<file path="config.mk">
export PLATFORM = sky130hd
export DESIGN_NAME = ddr_block_read_scheduler
export DESIGN_NICKNAME = d
export VERILOG_FILES = /design/src/rtl/ddr_block_read_scheduler.sv
export SDC_FILE = /design/constraint.sdc
export NUM_CORES = 1
export LEC_CHECK = 0
export ABC_AREA = 1
export BUFFER_PORTS_ARGS = -buffer_cell sky130_fd_sc_hd__buf_2
export CAP_MARGIN = 20
export CORE_MARGIN = 1.5
export CORE_UTILIZATION = 58
export CTS_BUF_LIST = sky130_fd_sc_hd__clkbuf_4 sky130_fd_sc_hd__clkbuf_8
export DETAILED_ROUTE_END_ITERATION = 8
export PLACE_DENSITY = 0.83
export SETUP_SLACK_MARGIN = 0.4
export SYNTH_ARGS = -nofsm -noshare
export SYNTH_HDL_FRONTEND = slang
export SYNTH_SLANG_ARGS = --single-unit
</file>
<file path="constraint.sdc">
create_clock -name clk_in -period 2.9 [get_ports clk_in]
set_input_delay 0.58 -clock clk_in [delete_from_list [all_inputs] [get_ports clk_in]]
set_output_delay 0.58 -clock clk_in [all_outputs]
set_load 0.005 [all_outputs]
</file>
<file path="src/rtl/ddr_block_read_scheduler.sv">
// Tracks written-but-unread DDR blocks and schedules block reads.
// Ports: write-done pulses in, rd_req/rd_ack/rd_done handshake, status/error flags out.
module ddr_block_read_scheduler #(
  parameter int BLOCK_AW = 12,
  parameter int TOTAL_W  = 32
) (
  input  logic                clk_in,
  input  logic                reset_in,
  input  logic                enable_in,
  input  logic                wr_done_pulse,
  input  logic                rd_ack,
  input  logic                rd_done,
  input  logic                clear_errors,
  output logic                rd_req,
  output logic [BLOCK_AW-1:0] rd_addr,
  output logic [BLOCK_AW:0]   blocks_pending,
  output logic [TOTAL_W-1:0]  total_written,
  output logic                overflow_err,
  output logic                protocol_err,
  output logic                busy
);

  localparam logic [BLOCK_AW:0] MAXB = {1'b1, {BLOCK_AW{1'b0}}};

  typedef enum logic [1:0] {
    IDLE,
    REQ,
    BUSY
  } state_t;

  state_t state;
  state_t state_nxt;

  logic ack_bad;
  logic done_ok;
  logic done_bad;
  logic full;
  logic inc;
  logic dec;

  always_comb begin
    done_ok  = (state == BUSY) && rd_done;
    ack_bad  = (state != REQ) && rd_ack;
    done_bad = (state != BUSY) && rd_done;
    full     = (blocks_pending == MAXB);
    // a write and a retire in the same cycle cancel out
    inc      = wr_done_pulse && !done_ok;
    dec      = done_ok && !wr_done_pulse;
  end

  always_comb begin
    state_nxt = state;
    unique case (state)
      IDLE: if (enable_in && (|blocks_pending)) state_nxt = REQ;
      REQ:  if (rd_ack) state_nxt = BUSY;
      BUSY: if (rd_done) state_nxt = IDLE;
      default: state_nxt = IDLE;
    endcase
  end

  always_ff @(posedge clk_in) begin
    if (reset_in) state <= IDLE;
    else          state <= state_nxt;
  end

  assign rd_req = (state == REQ);
  assign busy   = (state != IDLE);

  always_ff @(posedge clk_in) begin
    if (reset_in) begin
      rd_addr        <= '0;
      blocks_pending <= '0;
      total_written  <= '0;
      overflow_err   <= 1'b0;
      protocol_err   <= 1'b0;
    end else begin
      if (wr_done_pulse)
        total_written <= total_written + TOTAL_W'(1);
      if (inc && !full)
        blocks_pending <= blocks_pending + (BLOCK_AW+1)'(1);
      else if (dec)
        blocks_pending <= blocks_pending - (BLOCK_AW+1)'(1);
      if (done_ok)
        rd_addr <= rd_addr + BLOCK_AW'(1);
      // set beats clear when both land in one cycle
      if (inc && full)       overflow_err <= 1'b1;
      else if (clear_errors) overflow_err <= 1'b0;
      if (ack_bad || done_bad) protocol_err <= 1'b1;
      else if (clear_errors)   protocol_err <= 1'b0;
    end
  end

endmodule

</file>
# After elaboration in Yosys (flattened, before gate mapping)
# Index checks and enable logic that the tools add are counted.
word_totals:
  reg_bits: 61
  elab_cells: 46
  out_inout_bits: 61
classes:
  n_mux: 9
  n_eq_ne: 8
  addsub: 4
  n_reduce_logical: 19
op_table:
  columns: ["cell", "n"]
  rows:
  - ["$add A32 B1 Y32 const B", 1]
  - ["$mux W13", 2]
  - ["$add A13 B1 Y13 const B", 1]
  - ["$eq A13 B13 Y1 const B", 1]
  - ["$reduce_or A13 Y1", 1]
  - ["$sub A13 B1 Y13 const B", 1]
  - ["$add A12 B1 Y12 const B", 1]
  - ["$logic_and A1 B1 Y1", 8]
  - ["$ne A2 B2 Y1 const B", 4]
  - ["$reduce_bool A2 Y1", 4]
  - ["$mux W2", 3]
  - ["$pmux W2 S3", 1]
  - ["$logic_not A1 Y1", 3]
  - ["$mux W1", 3]
  - ["$reduce_and A3 Y1", 1]
  - ["$eq A2 B1 Y1 const B", 1]
  - ["$eq A2 B2 Y1 const B", 1]
  - ["$logic_not A2 Y1", 1]
  - ["$ne A2 B1 Y1 const B", 1]
  - ["$logic_or A1 B1 Y1", 1]

# Longest topological paths before layout
# Gate-level depths: netlist (run 1).
logic_depth:
  ltp_word: 6
  ltp_mapped: 18
  depth_no_buf: 18

# Worst setup path after synthesis (run 1)
# Ideal clock, no wire load.
synth_timing:
  path_type: "input to register"
  from: "in rd_done"
  to: "reg blocks_pending[6]"
  setup_time_ns: 0.120
  arrival_time_ns: 2.119
  cell_stages: 11
  n_path_buf: 0
  path_slack_ns: 0.661
  path_cell_list: "nand3_4 > nand2_1 > inv_2 > nand2_4 > inv_1 > fa_1 > o21ai_0 > nand2_1 > o21ai_0 > xor2_1 > a21oi_1"
synth_via:
  elab_chain_cells: 5
synth_rtl:
  columns: ["item", "line_no", "source"]
  rows:
  - ["from (decl)", "12", "input logic rd_done,"]
  - ["$logic_and A1 B1 Y1 (*)", "42", "done_ok = (state == BUSY) && rd_done;"]
  - ["$logic_not A1 Y1", "47", "inc = wr_done_pulse && !done_ok;"]
  - ["$logic_and A1 B1 Y1", "47", null]
  - ["$logic_and A1 B1 Y1", "79", "if (inc && !full)"]
  - ["$mux W13 / $reduce_bool A2 Y1 (equally long branches)", null, null]
  - ["to (signal assigned)", "80", "blocks_pending <= blocks_pending + (BLOCK_AW+1)'(1);"]
  - ["to (signal assigned)", "82", "blocks_pending <= blocks_pending - (BLOCK_AW+1)'(1);"]
  - ["to (decl)", "16", "output logic [BLOCK_AW:0] blocks_pending,"]
# Mark *: on every way between the ends. The rest lies on a longest branch, timed or not.
# A chain may end at the register's enable or synchronous reset.

# Final worst setup path (run 1)
layout_timing:
  from: "reg blocks_pending[8]"
  to: "reg blocks_pending[12]"
layout_via:
  elab_chain_cells: 4
layout_rtl:
  columns: ["item"]
  rows:
  - ["parallel branches: the longest is 4 deep, another holds $sub A13 B1 Y13"]
# Several ways; the timed one is not identified. The select of a mux whose other input is x is not followed.

==> metrics list, run 1 <==
* Run status: finished clean
* Cell count after synthesis: 548
* Cell area after technology mapping: 0.003669 mm2
- Reg2Reg Depth: 15
- Fraction of final layout cells sized beyond drive strength 1: 19.75%
- Of the total synthesized cell area, the portion taken by full adders, half adders and majority gates is 4.980%.
- The number of clock buffers added by TritonCTS is 9.
* I/O Buffers: 67
* Main area contributors after synthesis: dfxtp_1, nand2_1, inv_1
- Maximum level of the CTS H-tree: 3
- The worst hold path terminates at overflow_err.
- Antenna violations before repair: 0
* Min-Delay Path Depth: 2
- For the pin with the worst max-slew slack, the measured transition is 606.9 ps.
- Tmin final: 2380 ps
* Nets@finish: 644
- First-pass iteration count of the detailed router: 4
- Number of primary I/O pins: 68
- Worst hold margin: 466.1 ps
- Max VDD drop: 0.3304 mV
* Setup slack of the worst register-to-register path: 520 ps
* Final number of setup-violating endpoints: 0
- Max-cap violation count: 0
- For this run, asynchronously set or reset flops after synthesis account for 0%.
- By area, the combinational part of the netlist is dominated by simple AND/OR/NAND/NOR gates.
* Synth cell count leaders: nand2_1, inv_1, nor2_1, dfxtp_1, a21oi_1
- For this run the aggregate overflow at the end of global routing stands at 0.
- Synthesis instantiated 40 different standard cells from the library.
* Wire length of the first global-routing pass: 15100 um
* Share of synthesized area occupied by flip-flops and latches: 33.29%
* Category of the critical setup timing path: reg2reg
- Setup crit end kind: flip-flop
- The die covers 0.006811 mm2.
- The signal on the critical path passes through nor2_1, nand2_1, nor2_1, nand2_2, nand2_4, inv_1, fa_2, o21ai_0, nand2_2, nor2_1, nor2_1, nand3_1, nand3_1, nand2_1, inv_1.
- Number of global-route vias before repair: 3515
- Core Region: 0.006026 mm2
- The finished layout holds 703 standard cells, fillers aside.
- Summing all placed instances gives a cell area of 0.004069 mm2.
- Detailed Route WL: 9225 um
* Worst reg2reg path endpoint: blocks_pending[12]
* Final worst-path cycle share: 82.06%
- Worst-case clock skew: 7.369 ps
- dfxtp_1 takes more of the synthesized area than any other cell.
* Maximum fanout along the worst path: 6
- Summed over all nets, the half-perimeter wirelength after detailed placement is 6687 um.
- After Yosys synthesis, and, or, nand and nor cells account for 34.11% of the synthesized area.
- Number of DRC markers in iteration 0: 237
- Leakage power figure: 2.036 nW
- Averaged over all synthesized cells, the footprint is 6.694 um2.
* Area share of xor/xnor cells in the synthesized design: 3.820%
* Kind of start point of the critical path: flip-flop
* Tightest slew margin relative to the limit: 59.39%
- The die is 82.53 um wide.
- Number of nets still failing antenna checks after routing: 0
- Area of all placed cells without fillers: 0.004313 mm2
- Layout overhead on the synthesized area: 17.56%
- Derived from the worst setup path, the maximum achievable clock frequency is 420.2 MHz.
- The synthesized netlist devotes 13.34% of its cell area to compound gates.
- Number of failing hold endpoints at the final stage: 0
- Min-delay worst type: reg2reg
- CTS tree: done
- For this run, the slowest stage of the critical path takes 360 ps.
- For this design, the CTS-stage hold fixing added 0 buffers.
* Height of the die: 82.53 um
* Routed vias: 3788
- At the end of routability-driven placement, the weighted congestion stood at 0.9153.
* Power Density: 493.7 mW/mm2
- Post-synth EDFFs: 0
* Max Buffers Root-to-Sink: 2
* Cell at the slowest stage of the critical path: dfxtp_1
- Once the floorplan was initialized, standard cells occupied 60.88% of the core.
- The worst hold path begins at overflow_err.
- Final routed wire length divided by cell count: 13.12 um
* Total number of placement rows: 28
* Overall track demand over capacity in global routing: 28.80%
* Register clock-pin slew on the reported worst setup and hold paths: 70 ps
* Proportion of netlist area held by the largest area contributor: 33.29%
- Pin count of the biggest net entering global routing: 27
- Most instantiated flip-flop cell in the synthesis netlist: dfxtp_1
- Root buf cell: clkbuf_8
- The critical path starts at blocks_pending[8].
- The number of nets handed over by synthesis was 569.
* Cell with the most instances after synthesis: nand2_1
- Unrepaired setup endpoints after global routing: no
* Multiplexer share of the synthesized area: 0%
- Sink count of the clock tree: 61
* Crit path required time: 3150 ps
- Fill cell total of the finished layout: 532
* Antenna cells: 0
- Among the stages of the critical path, the cell type that occurs most often is nor2_1.
- Final Max Tran Viols: 0
- In the routed design, unresolved DRC markers number 0.
- Via density: 5.388
- Flip-flop and latch count after synthesis: 61
* Later-pin clock latency in the skew report: 350 ps
- At the worst endpoint, the arrival time is 2630 ps.
* Launch point of the worst reg-to-reg path: blocks_pending[8]
- Ys Warns: 0
- After detailed placement, the design holds a cell count of 683.
* Fin Setup TNS: 0 ps
## power breakdown
part	internal, mW	switching [mW]
Clock	0.437	0.348
Sequential	0.871	0.0411
Combinational	0.169	0.264
Total	1.48	0.653
## how the worst max path moves through the flow
stage	end	slack (ps)	cells past startpoint
2_1_floorplan	blocks_pending[6]	660	11
5_1_grt	blocks_pending[12]	390	17
3_5_place_dp	blocks_pending[12]	290	15
3_3_place_gp	blocks_pending[6]	410	12
6_report	blocks_pending[12]	520	15
4_1_cts	blocks_pending[12]	400	15
## timing repair
action / in CTS / in global routing
buffers inserted: 0 / 3
resized for setup: 0 / 6
setup endpoints to repair: 0 / 6
## per-layer routing
| metal | vias up | wire length [um] | part of all wire, % | global-route usage, % |
|---|---|---|---|---|
| met5 | - | 0 | 0 | 0 |
| met1 | 1737 | 3950 | 43 | 33.47 |
| met2 | 123 | 4535 | 49 | 50.57 |
| met4 | 0 | 211 | 2.3 | 11.17 |
| li1 | 1907 | - | - | - |
| met3 | 21 | 528 | 5.7 | 7.143 |
## placed cells by master (no fill, tap or decap), types with 3 or more instances in the layout
master / Yosys / final
a21oi_1: 41 / 41
buf_2: 0 / 67
buf_4: 0 / 4
clkbuf_8: 0 / 10
clkinv_2: 1 / 3
dfxtp_1: 61 / 61
ha_1: 13 / 13
inv_1: 81 / 81
inv_2: 5 / 5
nand2_1: 113 / 111
nand2_2: 3 / 6
nand3_1: 35 / 35
nand4_1: 7 / 7
nor2_1: 72 / 71
nor2_2: 6 / 6
nor2_4: 4 / 5
nor3_1: 15 / 15
o21a_1: 4 / 4
o21ai_0: 28 / 27
o21ai_1: 9 / 10
o21bai_1: 3 / 3
xnor2_1: 3 / 3
xor2_1: 13 / 13
## through the flow
step	power, mW	setup slack (ps)	util (%)
CTS	2.108	401.9	70.85
finish	2.129	520.3	71.57
global placement	1.317	409.0	67.52
global route	2.229	389.6	71.57
floorplan	1.226	660.9	-
detailed placement	1.335	291.0	67.52
## cell families after synthesis
| logic type | Yosys count |
|---|---|
| xor gates and xnor gates | 16 |
| adders and majority gates | 14 |
| DFF | 61 |
| AOI/OAI and AO/OA | 90 |
| buffers and inverters | 96 |
| and+or+nand+nor | 271 |
## state kept, by name, summed over array words and instances (netlist names)
| register | flops |
|---|---|
| state | 2 |
| total_written | 32 |
| protocol_err | 1 |
| overflow_err | 1 |
| blocks_pending | 13 |
| rd_addr | 12 |
## critical path: cells and delay by family, from the launching register on
kind            cells  cell delay [ps]
simple gates       11             1200
flops               1              360
fa+ha+maj           1              360
compound gates      1              240
buf+inv             2              110
## layout make-up
type / count / area (um2) / area share (%)
clock buffers: 12 / 152.6 / 3.539
clock inverters: 4 / 47.55 / 1.102
inverters: 87 / 327.8 / 7.601
multi-input cells: 392 / 2085 / 48.33
flip-flops and latches: 61 / 1221 / 28.31
well taps: 75 / 93.84 / 2.176
repair buffers: 72 / 385.4 / 8.935
No activity file was read; power rests on OpenSTA's default activity.
==> run 2, diff against run 1 <==
--- a/config.mk
+++ b/config.mk
@@ -9,10 +9,10 @@
 export BUFFER_PORTS_ARGS = -buffer_cell sky130_fd_sc_hd__buf_2
 export CAP_MARGIN = 20
 export CORE_MARGIN = 1.5
-export CORE_UTILIZATION = 58
+export CORE_UTILIZATION = 52
 export CTS_BUF_LIST = sky130_fd_sc_hd__clkbuf_4 sky130_fd_sc_hd__clkbuf_8
 export DETAILED_ROUTE_END_ITERATION = 8
-export PLACE_DENSITY = 0.83
+export PLACE_DENSITY = 0.78
 export SETUP_SLACK_MARGIN = 0.4
 export SYNTH_ARGS = -nofsm -noshare
 export SYNTH_HDL_FRONTEND = slang
==> constraint.sdc (replaced) <==
create_clock -name clk_in -period 2 [get_ports clk_in]
set_input_delay 0.4 -clock clk_in [delete_from_list [all_inputs] [get_ports clk_in]]
set_output_delay 0.4 -clock clk_in [all_outputs]
set_load 0.005 [all_outputs]
==> metrics list, run 2 (same netlist as run 1, synthesis figures left out) <==
* Final Max Tran Viols: 0
- Once detailed placement completed, the half-perimeter wirelength came to 7015 um.
- Height of the die: 87.00 um
- Via density: 5.377
- Number of nets still failing antenna checks after routing: 0
- The floorplan has 30 rows.
- Timing-limited maximum frequency: 418.9 MHz
* Crit path required time: 2240 ps
- Counting flops per register, the top entry is total_written.
* Worst hold margin: 329.1 ps
- Die X-Extent: 87.00 um
* Post-layout utilization of the core: 75.06%
- For the pin with the worst max-slew slack, the measured transition is 684.5 ps.
* Largest registers: total_written x32, blocks_pending x13, rd_addr x12
* Tmin final: 2387 ps
- Kind of start point of the critical path: flip-flop
- The first global-routing pass estimated 16170 um of wire.
- Across the run, the number of max-cap violations was 0.
- Dividing the final minimum period by the clock period gives 119.4%.
- Initial core utilization: 54.00%
- Final number of setup-violating endpoints: 10
- Core Region: 0.006794 mm2
- Antenna violations before repair: 0
* Tightest slew margin relative to the limit: 54.36%
* Post-route DRC: 0
* Most repeated library cell on the critical path: nand2_1
- After clock tree synthesis, the clock-pin slew on the worst setup and hold paths is 70 ps.
- For this run, the total global-route usage over all layers was measured as 26.75%.
- The final hold violation count is 0.
- Total congestion overflow: 0
* Non-filler instance count after layout: 775
* Die outline area: 0.007568 mm2
* Cells along the critical path: nor2_2, nand2_1, nor2_4, nand2_4, nand2_8, ha_2, nand2_4, nor2_2, nand2_1, nor2_2, nor2_1, inv_1, nand2_1, nand3_1, nand2_1, inv_1
- The tree built by TritonCTS fans out to 61 sinks.
* First-pass iteration count of the detailed router: 5
- Final routed wire length divided by cell count: 14.85 um
- Counting tap cells, the placed design contains a total of 740 instances.
* Setup crit end kind: flip-flop
- The first routing iteration left 265 violations.
- Category of the critical setup timing path: reg2reg
* Antenna cells: 0
- Total CTS buffers: 9
* Worst-case clock skew: 5.829 ps
- Fill cells in the final layout number 508.
- Fraction of final layout cells sized beyond drive strength 1: 36.23%
- Entering global routing, the biggest net connects 41 pins.
- The routed design has 11510 um of wire.
* Layout overhead on the synthesized area: 39.02%
- Pre-CTS worst setup slack: -254.3 ps
- CTS tree: done
- Power spread over the standard cell area amounts to 718.9 mW/mm2.
- Pin placement for this block handled 68 I/O pins.
- For the worst-skew pair, the clock arrives at the later sink with an insertion delay of 340 ps.
* Arrival time at the worst endpoint: 2630 ps
- Worst setup margin: -387.4 ps
- Largest register FFs: 32
- Unrepaired setup endpoints after global routing: yes
- Maximum level of the CTS H-tree: 3
* Max VDD drop: 0.5229 mV
* Cell at the slowest stage of the critical path: dfxtp_2
- Run status: finished, violations left
- The worst hold path belongs to the class in2reg.
- Routed vias: 4167
- In the layout the commonest cells are nand2_1, inv_1, buf_2, nor2_1, buf_4.
* Weighted congestion reported at the end of routability-driven placement: 0.9342
- I/O Buffers: 67
- Root buf cell: clkbuf_8
- The net count of the finished layout is 695.
- After clock tree synthesis, the flow added hold-fix buffers numbering 0.
* Number of global-route vias before repair: 3648
* Maximum fanout along the worst path: 7
- The library cell used most frequently in the layout, excluding fill and tap cells, is nand2_1.
* Violations in the final reports: setup timing
- In this design, the stage delay of the slowest critical-path cell is 350 ps.
- For this design the static power due to leakage is 2.354 nW.
- In this run the deepest clock path goes through 2 buffers.
## run 2: cell count changes in the layout (fill, tap and decap cells not counted), moves of 6 or more
cell,change
ha_4,+7
nor2_2,+6
nand2_1,-8
buf_4,+46
ha_1,-8
nor2_1,-11
dfxtp_1,-23
o21ai_0,-6
dfxtp_2,+22
## run 2: final timing paths
path / startpoint / end / cells after the start / slack [ps]
worst max register to register: blocks_pending[9] / blocks_pending[12] / 16 / -390
worst min register to register: total_written[8] / total_written[8] / 2 / 460
worst max-delay path: blocks_pending[9] / blocks_pending[12] / 16 / -390
worst min-delay path: clear_errors / overflow_err / 4 / 330
## run 2: where the power goes
part	internal [mW]	total [mW]	switching, mW
combinational	0.514	1.11	0.599
sequential	1.27	1.31	0.0370
clock	0.705	1.25	0.542
## run 2: worst max-delay path, delay by kind of cell, from the launching register on
| kind | cells | cell delay, ps |
|---|---|---|
| and+or+nand+nor | 13 | 1440 |
| adders and majority gates | 1 | 340 |
| DFF | 1 | 350 |
| buffers and inverters | 2 | 140 |
## run 2: stage by stage
step                instance area (um2)  power [mW]  setup TNS, ps
floorplan                          3719       1.819              0
global placement                   4403       2.124          -1035
detailed placement                 4403       2.149          -1579
CTS                                4732       3.446         -668.7
global route                       5100       3.821          -2831
finish                             5100       3.666          -1960
## run 2: what timing repair did
action	4_1_cts	5_1_grt
setup endpoints to repair	16	29
resized for setup	14	74
buffers inserted	7	10
pin swaps	11	19
cloned	1	1
hold endpoints to repair	0	0
## run 2: cell type report
class                           instances  area (um2)  area share (%)
Tap cell                               96       120.1           2.355
Timing Repair Buffer                  122       775.7           15.21
Sequential cell                        61        1252           24.56
Clock inverter                          7       97.59           1.914
Clock buffer                            9       123.9           2.429
Multi-Input combinational cell        393        2397           47.01
Inverter                               87       332.8           6.526
## run 2: per-layer routing
metal,global-route usage [%],up-vias,wire length (um)
met5,0,-,0
met4,11.73,0,414
met3,3.886,43,849
met2,44.54,240,5603
met1,34.37,1869,4643
li1,-,2015,-
==> run 3, diff against run 2 <==
--- a/config.mk
+++ b/config.mk
@@ -8,11 +8,13 @@
 export ABC_AREA = 1
 export BUFFER_PORTS_ARGS = -buffer_cell sky130_fd_sc_hd__buf_2
 export CAP_MARGIN = 20
+export CORE_ASPECT_RATIO = 1.2
 export CORE_MARGIN = 1.5
 export CORE_UTILIZATION = 52
 export CTS_BUF_LIST = sky130_fd_sc_hd__clkbuf_4 sky130_fd_sc_hd__clkbuf_8
 export DETAILED_ROUTE_END_ITERATION = 8
 export PLACE_DENSITY = 0.78
+export RECOVER_POWER = 25
 export SETUP_SLACK_MARGIN = 0.4
 export SYNTH_ARGS = -nofsm -noshare
 export SYNTH_HDL_FRONTEND = slang
==> metrics list, run 3 (same netlist as run 1, synthesis figures left out) <==
- The flow ran to the end, but the final reports show violations.
- The final reports fail on setup timing.
- Total power of the final layout: 3.698 mW
- Via density: 5.508
- Final routed wire length divided by cell count: 15.78 um
- The worst setup path is of the reg2reg kind.
- The final hold violation count came to 0.
- Die X-Extent: 79.68 um
- After clock tree synthesis, the clock-pin slew on the worst setup and hold paths is 70 ps.
- Number of DRC markers in iteration 0: 306
- Tmin final: 2352 ps
- Setup slack of the worst register-to-register path: -350 ps
* Antenna cells: 0
- For this design, the sink count on the clock tree is 61.
- Pin count of the biggest net entering global routing: 41
* Share of power burned in registers: 35.5%
- Later-pin clock latency in the skew report: 340 ps
- Max-cap violation count: 0
- Worst reg2reg path endpoint: blocks_pending[10]
* Total congestion overflow: 0
* Total CTS buffers: 9
- The detail route stage leaves a number of antenna-violating nets equal to 0.
* Arrival time at the worst endpoint: 2590 ps
- Tightest slew margin relative to the limit: 43.57%
* Final Max Tran Viols: 0
- The internal power of the cells totals 2.489 mW.
* Worst setup path start: blocks_pending[1]
* Launch point of the worst reg-to-reg path: blocks_pending[1]
- The share of total power dissipated in combinational logic is 33.4%.
* Clock network fraction of design power: 31.1%
- Once the floorplan was initialized, standard cells occupied 53.85% of the core.
- Relative to the synthesized area, the layout overhead comes to 42.29%.
- Detailed routing inserted a total of 4263 vias.
- Antenna violations before repair: 0
* Most flop-heavy register: total_written
- In this run the worst path has a maximum fanout of 6.
- Setup crit end kind: flip-flop
- Traced cell by cell, the critical path runs through nor2_2, nand2_2, nor2_4, nand2_4, nand2_8, buf_4, ha_4, nand2_1, nand2_1, inv_1, o21ai_1, nand2_1, nand3_1, nand2_1, nand3_1, nand2_1, inv_1.
* Largest registers: total_written x32, blocks_pending x13, rd_addr x12
- Kind of start point of the critical path: flip-flop
* Max Buffers Root-to-Sink: 2
- Worst hold margin: 297.6 ps
- Number of global-route vias before repair: 3955
* Fin Setup TNS: -1437 ps
- Weighted congestion reported at the end of routability-driven placement: 0.8951
* Sw frac: 32.70%
- Leakage power figure: 2.405 nW
- Total number of placement rows: 33
- Final worst-path cycle share: 117.6%
- For this run, the share of the core covered by cells in the final layout is 76.62%.
- Reg2Reg Depth: 17
* I/O Buffers: 67
- Die outline area: 0.007570 mm2
* Root buf cell: clkbuf_8
- Largest register FFs: 32
* Half-perimeter wire length after placement: 7102 um
- Global routing used 29.47% of the available tracks across all layers.
- Once routing completed, OpenROAD measured the worst setup slack at -351.6 ps.
* Most repeated library cell on the critical path: nand2_1
- For this design, the CTS-stage hold fixing added 0 buffers.
- Setup repair after global routing could not meet its margin everywhere.
- The net count of the finished layout is 704.
* Detailed Route WL: 12220 um
* Most common library cell in the layout ignoring fill and taps: nand2_1
- Timing-limited maximum frequency: 425.2 MHz
- Slew of the pin with the lowest slew margin: 846.4 ps
- After floorplanning, the core was sized to cover 0.006813 mm2.
- On the worst path, the slowest cell contributes a delay of 330 ps.
* Number of primary I/O pins: 68
- Min-delay worst type: in2reg
- The most critical setup path has its endpoint at blocks_pending[10].
- Worst-case clock skew: 8.029 ps
* Final number of setup-violating endpoints: 11
- Summed over all nets, the switching power comes to 1.209 mW.
* CTS tree: done
- The pre-antenna-repair detailed-routing pass consisted of 5 iterations.
- The largest individual stage delay along the critical path comes from the cell dfxtp_2.
- Commonest non-fill, non-tap cells in the layout: nand2_1, inv_1, buf_2, nor2_1, buf_4
- Post-route DRC: 0
* Maximum level of the CTS H-tree: 3
- Max VDD drop: 0.5443 mV
- The first global-routing pass estimated 17380 um of wire.
- Dividing total power by cell area gives a power density of 708.4 mW/mm2.
- Cells with a size suffix above 1 make up 36.83% of the layout.
- Height of the die: 95.01 um
- At the worst endpoint, the required time is 2240 ps.
run 3: metal layers:
layer	wire (um)	track usage, %
met1	4499	30.31
met3	698	7.656
met5	0	0
met4	518	17.11
met2	6499	53.46
run 3: critical path: cells and delay by family, from the launching register on:
kind | cells | cell delay [ps]
AND/OR/NAND/NOR | 12 | 1330
flip-flops | 1 | 330
buffers and inverters | 3 | 280
adder cells (fa/ha/maj) | 1 | 210
AO/OA/AOI/OAI | 1 | 110
run 3: per-stage QoR:
stage / std cells / cell area [um2] / worst slack, ps
after global placement: 734 / 4414 / -261.3
after CTS: 764 / 4882 / -77.98
final: 774 / 5220 / -351.6
after global routing: 774 / 5220 / -489.5
after floorplan: 548 / 3719 / 37.54
after detailed placement: 734 / 4414 / -266.7
run 3: area by class of cell:
class                           instances  area (um2)
Clock buffer                           12       158.9
Clock inverter                          3       45.04
Fill cell                             507        1593
Inverter                               87       332.8
Multi-Input combinational cell        394        2486
Sequential cell                        61        1242
Tap cell                               87       108.9
Timing Repair Buffer                  130       845.8
run 3: power by group through the flow:
stage	clock, mW	sequential [mW]	combinational [mW]
finish	1.15	1.31	1.24
detailed placement	0	1.33	0.835
global placement	0	1.32	0.819
global route	1.22	1.31	1.32
CTS	1.16	1.30	0.973
floorplan	0	1.34	0.474
run 3: worst min path at each step:
stage	start	endpoint	slack [ps]	depth (start not counted)
global route	enable_in	state[0]	300	3
CTS	enable_in	state[0]	290	3
global placement	total_written[8]	total_written[8]	450	2
finish	enable_in	state[0]	300	3
detailed placement	total_written[8]	total_written[8]	470	2
floorplan	total_written[8]	total_written[8]	460	2
run 3: what timing repair did:
item / in CTS / in global routing
gates cloned: 3 / 0
pin swaps: 8 / 28
setup endpoints to repair: 14 / 24
gates resized for setup: 36 / 76
setup buffers: 12 / 10
